===== src/rtl/shift_accum.sv =====
// shift_accum: handshaked multi-term accumulator with optional shift-by-index
// (shift-and-add multiply) and wrap/saturate overflow handling.
module shift_accum #(
    parameter int unsigned IN_W      = 16,
    parameter int unsigned ACC_W     = 20,
    parameter int unsigned MAX_TERMS = 8,
    parameter int unsigned CNT_W     = $clog2(MAX_TERMS + 1)
) (
    input  logic              clk,
    input  logic              rst_n,
    input  logic              start,
    input  logic [CNT_W-1:0]  num_terms,
    input  logic              shift_mode,
    input  logic              sat_mode,
    input  logic              abort,
    input  logic              in_valid,
    input  logic [IN_W-1:0]   in_data,
    output logic              in_ready,
    output logic              out_valid,
    input  logic              out_ready,
    output logic [ACC_W-1:0]  acc_out,
    output logic              overflow,
    output logic              busy
);

    localparam int unsigned SUM_W = ACC_W + IN_W;

    typedef enum logic [1:0] {
        IDLE  = 2'd0,
        ACCUM = 2'd1,
        HOLD  = 2'd2
    } state_t;

    state_t           state;
    logic [CNT_W-1:0] count;
    logic [CNT_W-1:0] idx;
    logic             shift_q;
    logic             sat_q;
    logic [ACC_W-1:0] acc;
    logic             ovf;

    logic [SUM_W-1:0] addend;
    logic [SUM_W-1:0] sum;
    logic             ovf_event;
    logic             accept;
    logic             last;
    logic [CNT_W-1:0] num_clamped;

    // Datapath: widened addend/sum so any carry past ACC_W is visible.
    always_comb begin
        addend      = shift_q ? (SUM_W'(in_data) << idx) : SUM_W'(in_data);
        sum         = SUM_W'(acc) + addend;
        ovf_event   = |sum[SUM_W-1:ACC_W];
        accept      = (state == ACCUM) && in_valid;
        last        = (idx == count - CNT_W'(1));
        num_clamped = (num_terms > CNT_W'(MAX_TERMS)) ? CNT_W'(MAX_TERMS) : num_terms;
    end

    // Control FSM and accumulator; abort overrides every other event.
    always_ff @(posedge clk or negedge rst_n) begin
        if (!rst_n) begin
            state   <= IDLE;
            count   <= '0;
            idx     <= '0;
            shift_q <= 1'b0;
            sat_q   <= 1'b0;
            acc     <= '0;
            ovf     <= 1'b0;
        end else if (abort) begin
            state <= IDLE;
            acc   <= '0;
            idx   <= '0;
            ovf   <= 1'b0;
        end else begin
            case (state)
                IDLE: begin
                    acc <= '0;
                    idx <= '0;
                    ovf <= 1'b0;
                    if (start) begin
                        count   <= num_clamped;
                        shift_q <= shift_mode;
                        sat_q   <= sat_mode;
                        state   <= (num_clamped == '0) ? HOLD : ACCUM;
                    end
                end
                ACCUM: begin
                    if (accept) begin
                        idx <= idx + CNT_W'(1);
                        if (ovf_event) begin
                            ovf <= 1'b1;
                            acc <= sat_q ? {ACC_W{1'b1}} : sum[ACC_W-1:0];
                        end else if (sat_q && ovf) begin
                            acc <= {ACC_W{1'b1}};
                        end else begin
                            acc <= sum[ACC_W-1:0];
                        end
                        if (last) begin
                            state <= HOLD;
                        end
                    end
                end
                HOLD: begin
                    if (out_ready) begin
                        state <= IDLE;
                        acc   <= '0;
                        idx   <= '0;
                        ovf   <= 1'b0;
                    end
                end
                default: begin
                    state <= IDLE;
                end
            endcase
        end
    end

    // Handshake/status outputs decode the state register only.
    assign in_ready  = (state == ACCUM);
    assign out_valid = (state == HOLD);
    assign busy      = (state != IDLE);
    assign acc_out   = acc;
    assign overflow  = ovf;

endmodule


===== config.mk =====
export PLATFORM = sky130hd
export DESIGN_NAME = shift_accum
export DESIGN_NICKNAME = d
export VERILOG_FILES = /design/src/rtl/shift_accum.sv
export SDC_FILE = /design/constraint.sdc
export NUM_CORES = 1
export LEC_CHECK = 0
export CAP_MARGIN = 20
export CORE_MARGIN = 3
export CORE_UTILIZATION = 53
export DETAILED_ROUTE_END_ITERATION = 8
export GPL_TIMING_DRIVEN = 0
export PLACE_DENSITY = 0.85
export SLEW_MARGIN = 25
export SYNTH_ARGS = -nofsm -noshare
export SYNTH_HDL_FRONTEND = slang
export SYNTH_SLANG_ARGS = --single-unit

===== constraint.sdc =====
create_clock -name clk -period 5.8 [get_ports clk]
set_input_delay 0.58 -clock clk [delete_from_list [all_inputs] [get_ports clk]]
set_output_delay 0.58 -clock clk [all_outputs]
set_load 0.01 [all_outputs]

## Word-level counts from Yosys, hierarchy flattened

Cells that the tools add are included.

- Register bits: 33
- Latch bits: 0
- RAM bits: 0
- ROM bits: 0
- Bits of input ports: 28
- Output and inout bits: 24
- Memories: 0

- $add $sub $neg: 3
- $mul: 0
- Divide/modulo/power cells: 0
- Magnitude comparators: 1
- Equal/unequal tests: 8
- Shifts and indexed selects: 1
- Multiplexer cells: 25
- Bitwise logic cells: 1
- Reduce and logical (&&, ||, !) cells: 11

Operators by type and width:

| cell | count |
|---|---|
| $mux W20 | 6 |
| $pmux W20 S3 | 1 |
| $add A20 B36 Y36 | 1 |
| $mux W36 | 1 |
| $shl A16 B4 Y36 | 1 |
| $mux W4 | 4 |
| $reduce_or A16 Y1 | 1 |
| $mux W2 | 6 |
| $ne A3 B2 Y1 const B | 4 |
| $pmux W4 S3 | 1 |
| $reduce_and A4 Y1 | 2 |
| $pmux W2 S3 | 1 |
| $reduce_and A3 Y1 | 2 |
| $add A4 B1 Y4 const B | 1 |
| $eq A4 B4 Y1 | 1 |
| $gt A4 B4 Y1 const B | 1 |
| $logic_not A4 Y1 | 1 |
| $mux W1 | 4 |
| $reduce_bool A4 Y1 | 1 |
| $sub A4 B1 Y4 const B | 1 |
| $ne A3 B3 Y1 const B | 1 |
| $pmux W1 S3 | 1 |
| $eq A2 B1 Y1 const B | 1 |
| $eq A2 B2 Y1 const B | 1 |
| 4 further kinds | 5 |

## Logic depth before layout (Yosys ltp)

- Depth in word-level cells: 8
- Depth in mapped cells: 22

## Least setup slack after synthesis

OpenSTA, ideal clock, no wires.

- Path type: reg2reg
- Start: register idx[1]
- End: register acc[0], in the netlist acc_out[0]
- Library setup time: 126 ps
- Data arrival time: 4657 ps
- Data required time: 5674 ps
- Path slack: 1017 ps
- Cell stages (with the launch flop): 22
- Cell sequence: dfrtp_1 buf_4 buf_6 clkbuf_1 mux2_2 o21ai_0 nor2_1 a21oi_1 a21oi_1 mux2_2 ha_1 buf_2 a21oi_2 a21boi_0 a311o_1 a211oi_2 nor2_1 mux2_4 a2111oi_4 a31oi_1 buf_6 a221o_1

- Longest elaborated chain between the ends: 8

RTL lines:

| element | line | text |
|---|---|---|
| from (decl) | 36 | `logic [CNT_W-1:0] idx;` |
| from (signal assigned) | 89 | `idx <= idx + CNT_W'(1);` |
| $shl A16 B4 Y36 * | 51 | `addend = shift_q ? (SUM_W'(in_data) << idx) : SUM_W'(in_data);` |
| $mux W36 * | 51 |  |
| $add A20 B36 Y36 * | 52 | `sum = SUM_W'(acc) + addend;` |
| $reduce_or A16 Y1 (tied with other cells) | 53 | `ovf_event = \|sum[SUM_W-1:ACC_W];` |
| $mux W20 * | 90 | `if (ovf_event) begin` |
| $mux W20 * | 88 | `if (accept) begin` |
| $pmux W20 S3 * | 75 | `case (state)` |
| $mux W20 * | 69 | `end else if (abort) begin` |
| to (signal assigned) | 92 | `acc <= sat_q ? {ACC_W{1'b1}} : sum[ACC_W-1:0];` |
| to (signal assigned) | 94 | `acc <= {ACC_W{1'b1}};` |
| to (signal assigned) | 96 | `acc <= sum[ACC_W-1:0];` |
| to (decl) | 39 | `logic [ACC_W-1:0] acc;` |

Mark *: on every way between the ends. The rest lies on a longest branch, timed or not. The select of a mux whose other input is x is not followed.
A chain may end at the register's enable or synchronous reset.

## Worst setup path in the final report

- Start: register idx[2]
- End: register acc[3], in the netlist acc_out[3]

Same word-level chain as after synthesis.

==> results.cfg <==
[outcome]
status = finished clean

[timing]
rsz0062_at_grt = no
fin_crit_sh = 0.906
fin_tns_setup_ns = 0
finalHoldViolations = 0
maxClockFrequency_ghz = 0.190
clock_skew_ns = 0.00755
maxSlewHeadroom = 0.539
worst_pin_slew_ns = 0.692
setup_violations = 0
finalMaxSlewViolations = 0
min_period_ns = 5.25

[critical_path]
startpoint = idx[2]
timing.rr.end = acc_out[3]
critPathKind = flip-flop to flip-flop
ff2ff_path_depth = 19
worstPathRequired_ns = 5.97
r2r_slack_ns = 0.55
cp-end-kind = flip-flop
arrival_ns = 5.43
cp_max_fo = 10
startpoint_type = flip-flop
r2r_start = idx[2]

[run]
drv_cap = 0

[global_routing]
grt_pass1_vias = 3739
grt_max_degree = 30
grtUsageTotal = 0.270
grt_pass1_wl_um = 18400
antenna_found_initial = 0
globalRouteOverflowTotal = 0

[detailed_routing]
antenna_left = 0
vias = 3842
wl_um = 11100
drtIter0Drc = 276
firstDrtPassIters = 5
route.detailed.drc = 0
via_per_inst = 6.33
wl_per_cell_um = 18.2

[die]
io_pins = 52
die_area_sq_um = 8250
die_x_um = 90.8
start_util = 0.555
core-area_sq_um = 6870
die_h_um = 90.8
row_count = 30

[cts]
cts_sinks = 33
clk_pin_slew_ns = 0.07
cts_tree = yes
clockBufferDepth = 2
cts-root-buf = clkbuf_8
cts_buffers = 5
cts_hold_buf = 0
htreeDepth = 2
insertion_delay_ns = 0.29

[synthesis]
syn_area_per_cell_sq_um = 8.44
synth_edf_count = 0
synth-seq-cells = 33
synth_area_sq_um = 3810
async_flop_share = 1.00
synthCells = 452
yosys_warnings = 0
synth_nets = 504
synth_cell_types = 67
yosys_most_used_dff = dfrtp_1
ys_seq_area_frac = 0.216

[power]
ir_worst_vdd_uv = 178
power_frac_seq = 0.249
pwr-share-comb = 0.610
power_density_nw_per_um2 = 269
power.internal_uw = 669
swShare = 0.453
power_frac_clock = 0.141
p_sw_uw = 554
leakagePower_uw = 0.00191

[min_path]
min_path_type = primary input to async pin

[place]
dp_hpwl_um = 8620
dp_cells = 600
postPlaceCellArea_sq_um = 4460
gp_congestion = 0.992
port_buffers = 51

[finish]
post_route_cells_drive_above_1_share = 0.114
antenna_cells = 0
final_common_cell = clkdlybuf4s50_1
fin_area_sq_um = 4540
final_nets = 562
layout_common_cells = 50 x clkdlybuf4s50_1, 39 x a21oi_1, 38 x nand2_1
final_cells = 607
areaGrowthSynthToFinish_pct = 19.0
## logic make-up (layout without fill, tap and decap cells)
family / count (synthesis) / in the layout / share of synthesized area
adders and majority gates: 24 / 24 / 0.0807
DFF: 33 / 33 / 0.216
and+or+nand+nor: 139 / 139 / 0.179
AOI/OAI and AO/OA: 146 / 146 / 0.277
muxes: 40 / 40 / 0.134
xor gates and xnor gates: 25 / 25 / 0.0574
buffers and inverters: 45 / 104 / 0.0551
## worst max path at each step
stage | slack (ns) | cells past startpoint | endpoint
after CTS | 0.20 | 21 | acc_out[9]
after global routing | 0.23 | 19 | acc_out[8]
after detailed placement | 0.27 | 21 | acc_out[9]
after floorplan | 1.02 | 21 | acc_out[0]
after global placement | 0.31 | 21 | acc_out[17]
final | 0.55 | 19 | acc_out[3]
## cell usage after synthesis (9+ instances only)
master,n,share of area
a221o_1,20,0.052
mux2i_1,14,0.037
mux2_2,17,0.050
nand3_1,11,0.014
ha_1,23,0.075
nand2_1,38,0.037
o21ai_0,31,0.041
dfrtp_1,33,0.22
xor2_1,10,0.023
clkbuf_1,18,0.018
xnor2_1,15,0.034
inv_1,16,0.016
nor2_1,36,0.035
a21oi_1,39,0.051
and3_1,9,0.015
## power by group through the flow
stage,sequential (uW),clock [uW],combinational (uW)
after floorplan,307,0,510
after global placement,306,0,700
after detailed placement,308,0,727
after CTS,304,176,732
after global routing,310,187,809
final,304,173,746
## sequential cells by signal, summed over array words and instances (netlist names)
name and cells:
sat_q 1, overflow 1, shift_q 1, idx 4, count 4, acc_out 20, state 2
## through the flow
step	hold WS (ns)	setup WS (ns)	utilization	power, uW
final	0.0941	0.547	0.661	1220
after global routing	0.0951	0.228	0.661	1310
after CTS	0.0942	0.202	0.661	1210
after detailed placement	0.411	0.265	0.649	1040
after global placement	0.494	0.312	0.647	1010
after floorplan	0.284	1.02	-	816
## critical path, cell delays in order (launching register included)
cell and delay, ns:
dfrtp_1 0.35, clkbuf_1 0.32, buf_2 0.29, buf_1 0.43
nor2_1 0.10, a21oi_1 0.23, a21oi_1 0.13, mux2_2 0.33
ha_1 0.27, buf_2 0.17, a21oi_2 0.19, a21boi_0 0.11
a311o_1 0.35, a211oi_2 0.39, nor4_1 0.12, or3_1 0.35
a221oi_2 0.32, a31oi_1 0.20, buf_6 0.20, a221o_1 0.26
## routing by layer
| layer | vias to the layer above | part of all wire | GRT usage |
|---|---|---|---|
| met1 | 1796 | 0.44 | 0.368 |
| met4 | 0 | 0.017 | 0.0955 |
| met5 | - | 0 | 0 |
| li1 | 1820 | - | - |
| met2 | 199 | 0.47 | 0.439 |
| met3 | 27 | 0.079 | 0.0367 |
## repair_timing
item / CTS / global route
endpoints found under the setup margin: 0 / 20
buffers inserted: 0 / 0
resized for setup: 0 / 0
endpoints found under the hold margin: 0 / 0
## area by class of cell
| cell class | instances | area, sq um |
|---|---|---|
| repair buffers | 52 | 526 |
| fillers | 572 | 2330 |
| inverters | 17 | 63.8 |
| flip-flops and latches | 33 | 826 |
| clock inverters | 2 | 10.0 |
| plain buffers | 27 | 143 |
| well taps | 96 | 120 |
| clock buffers | 6 | 72.6 |
| multi-input cells | 374 | 2780 |
Note: power is estimated with default switching activity, not from simulation.
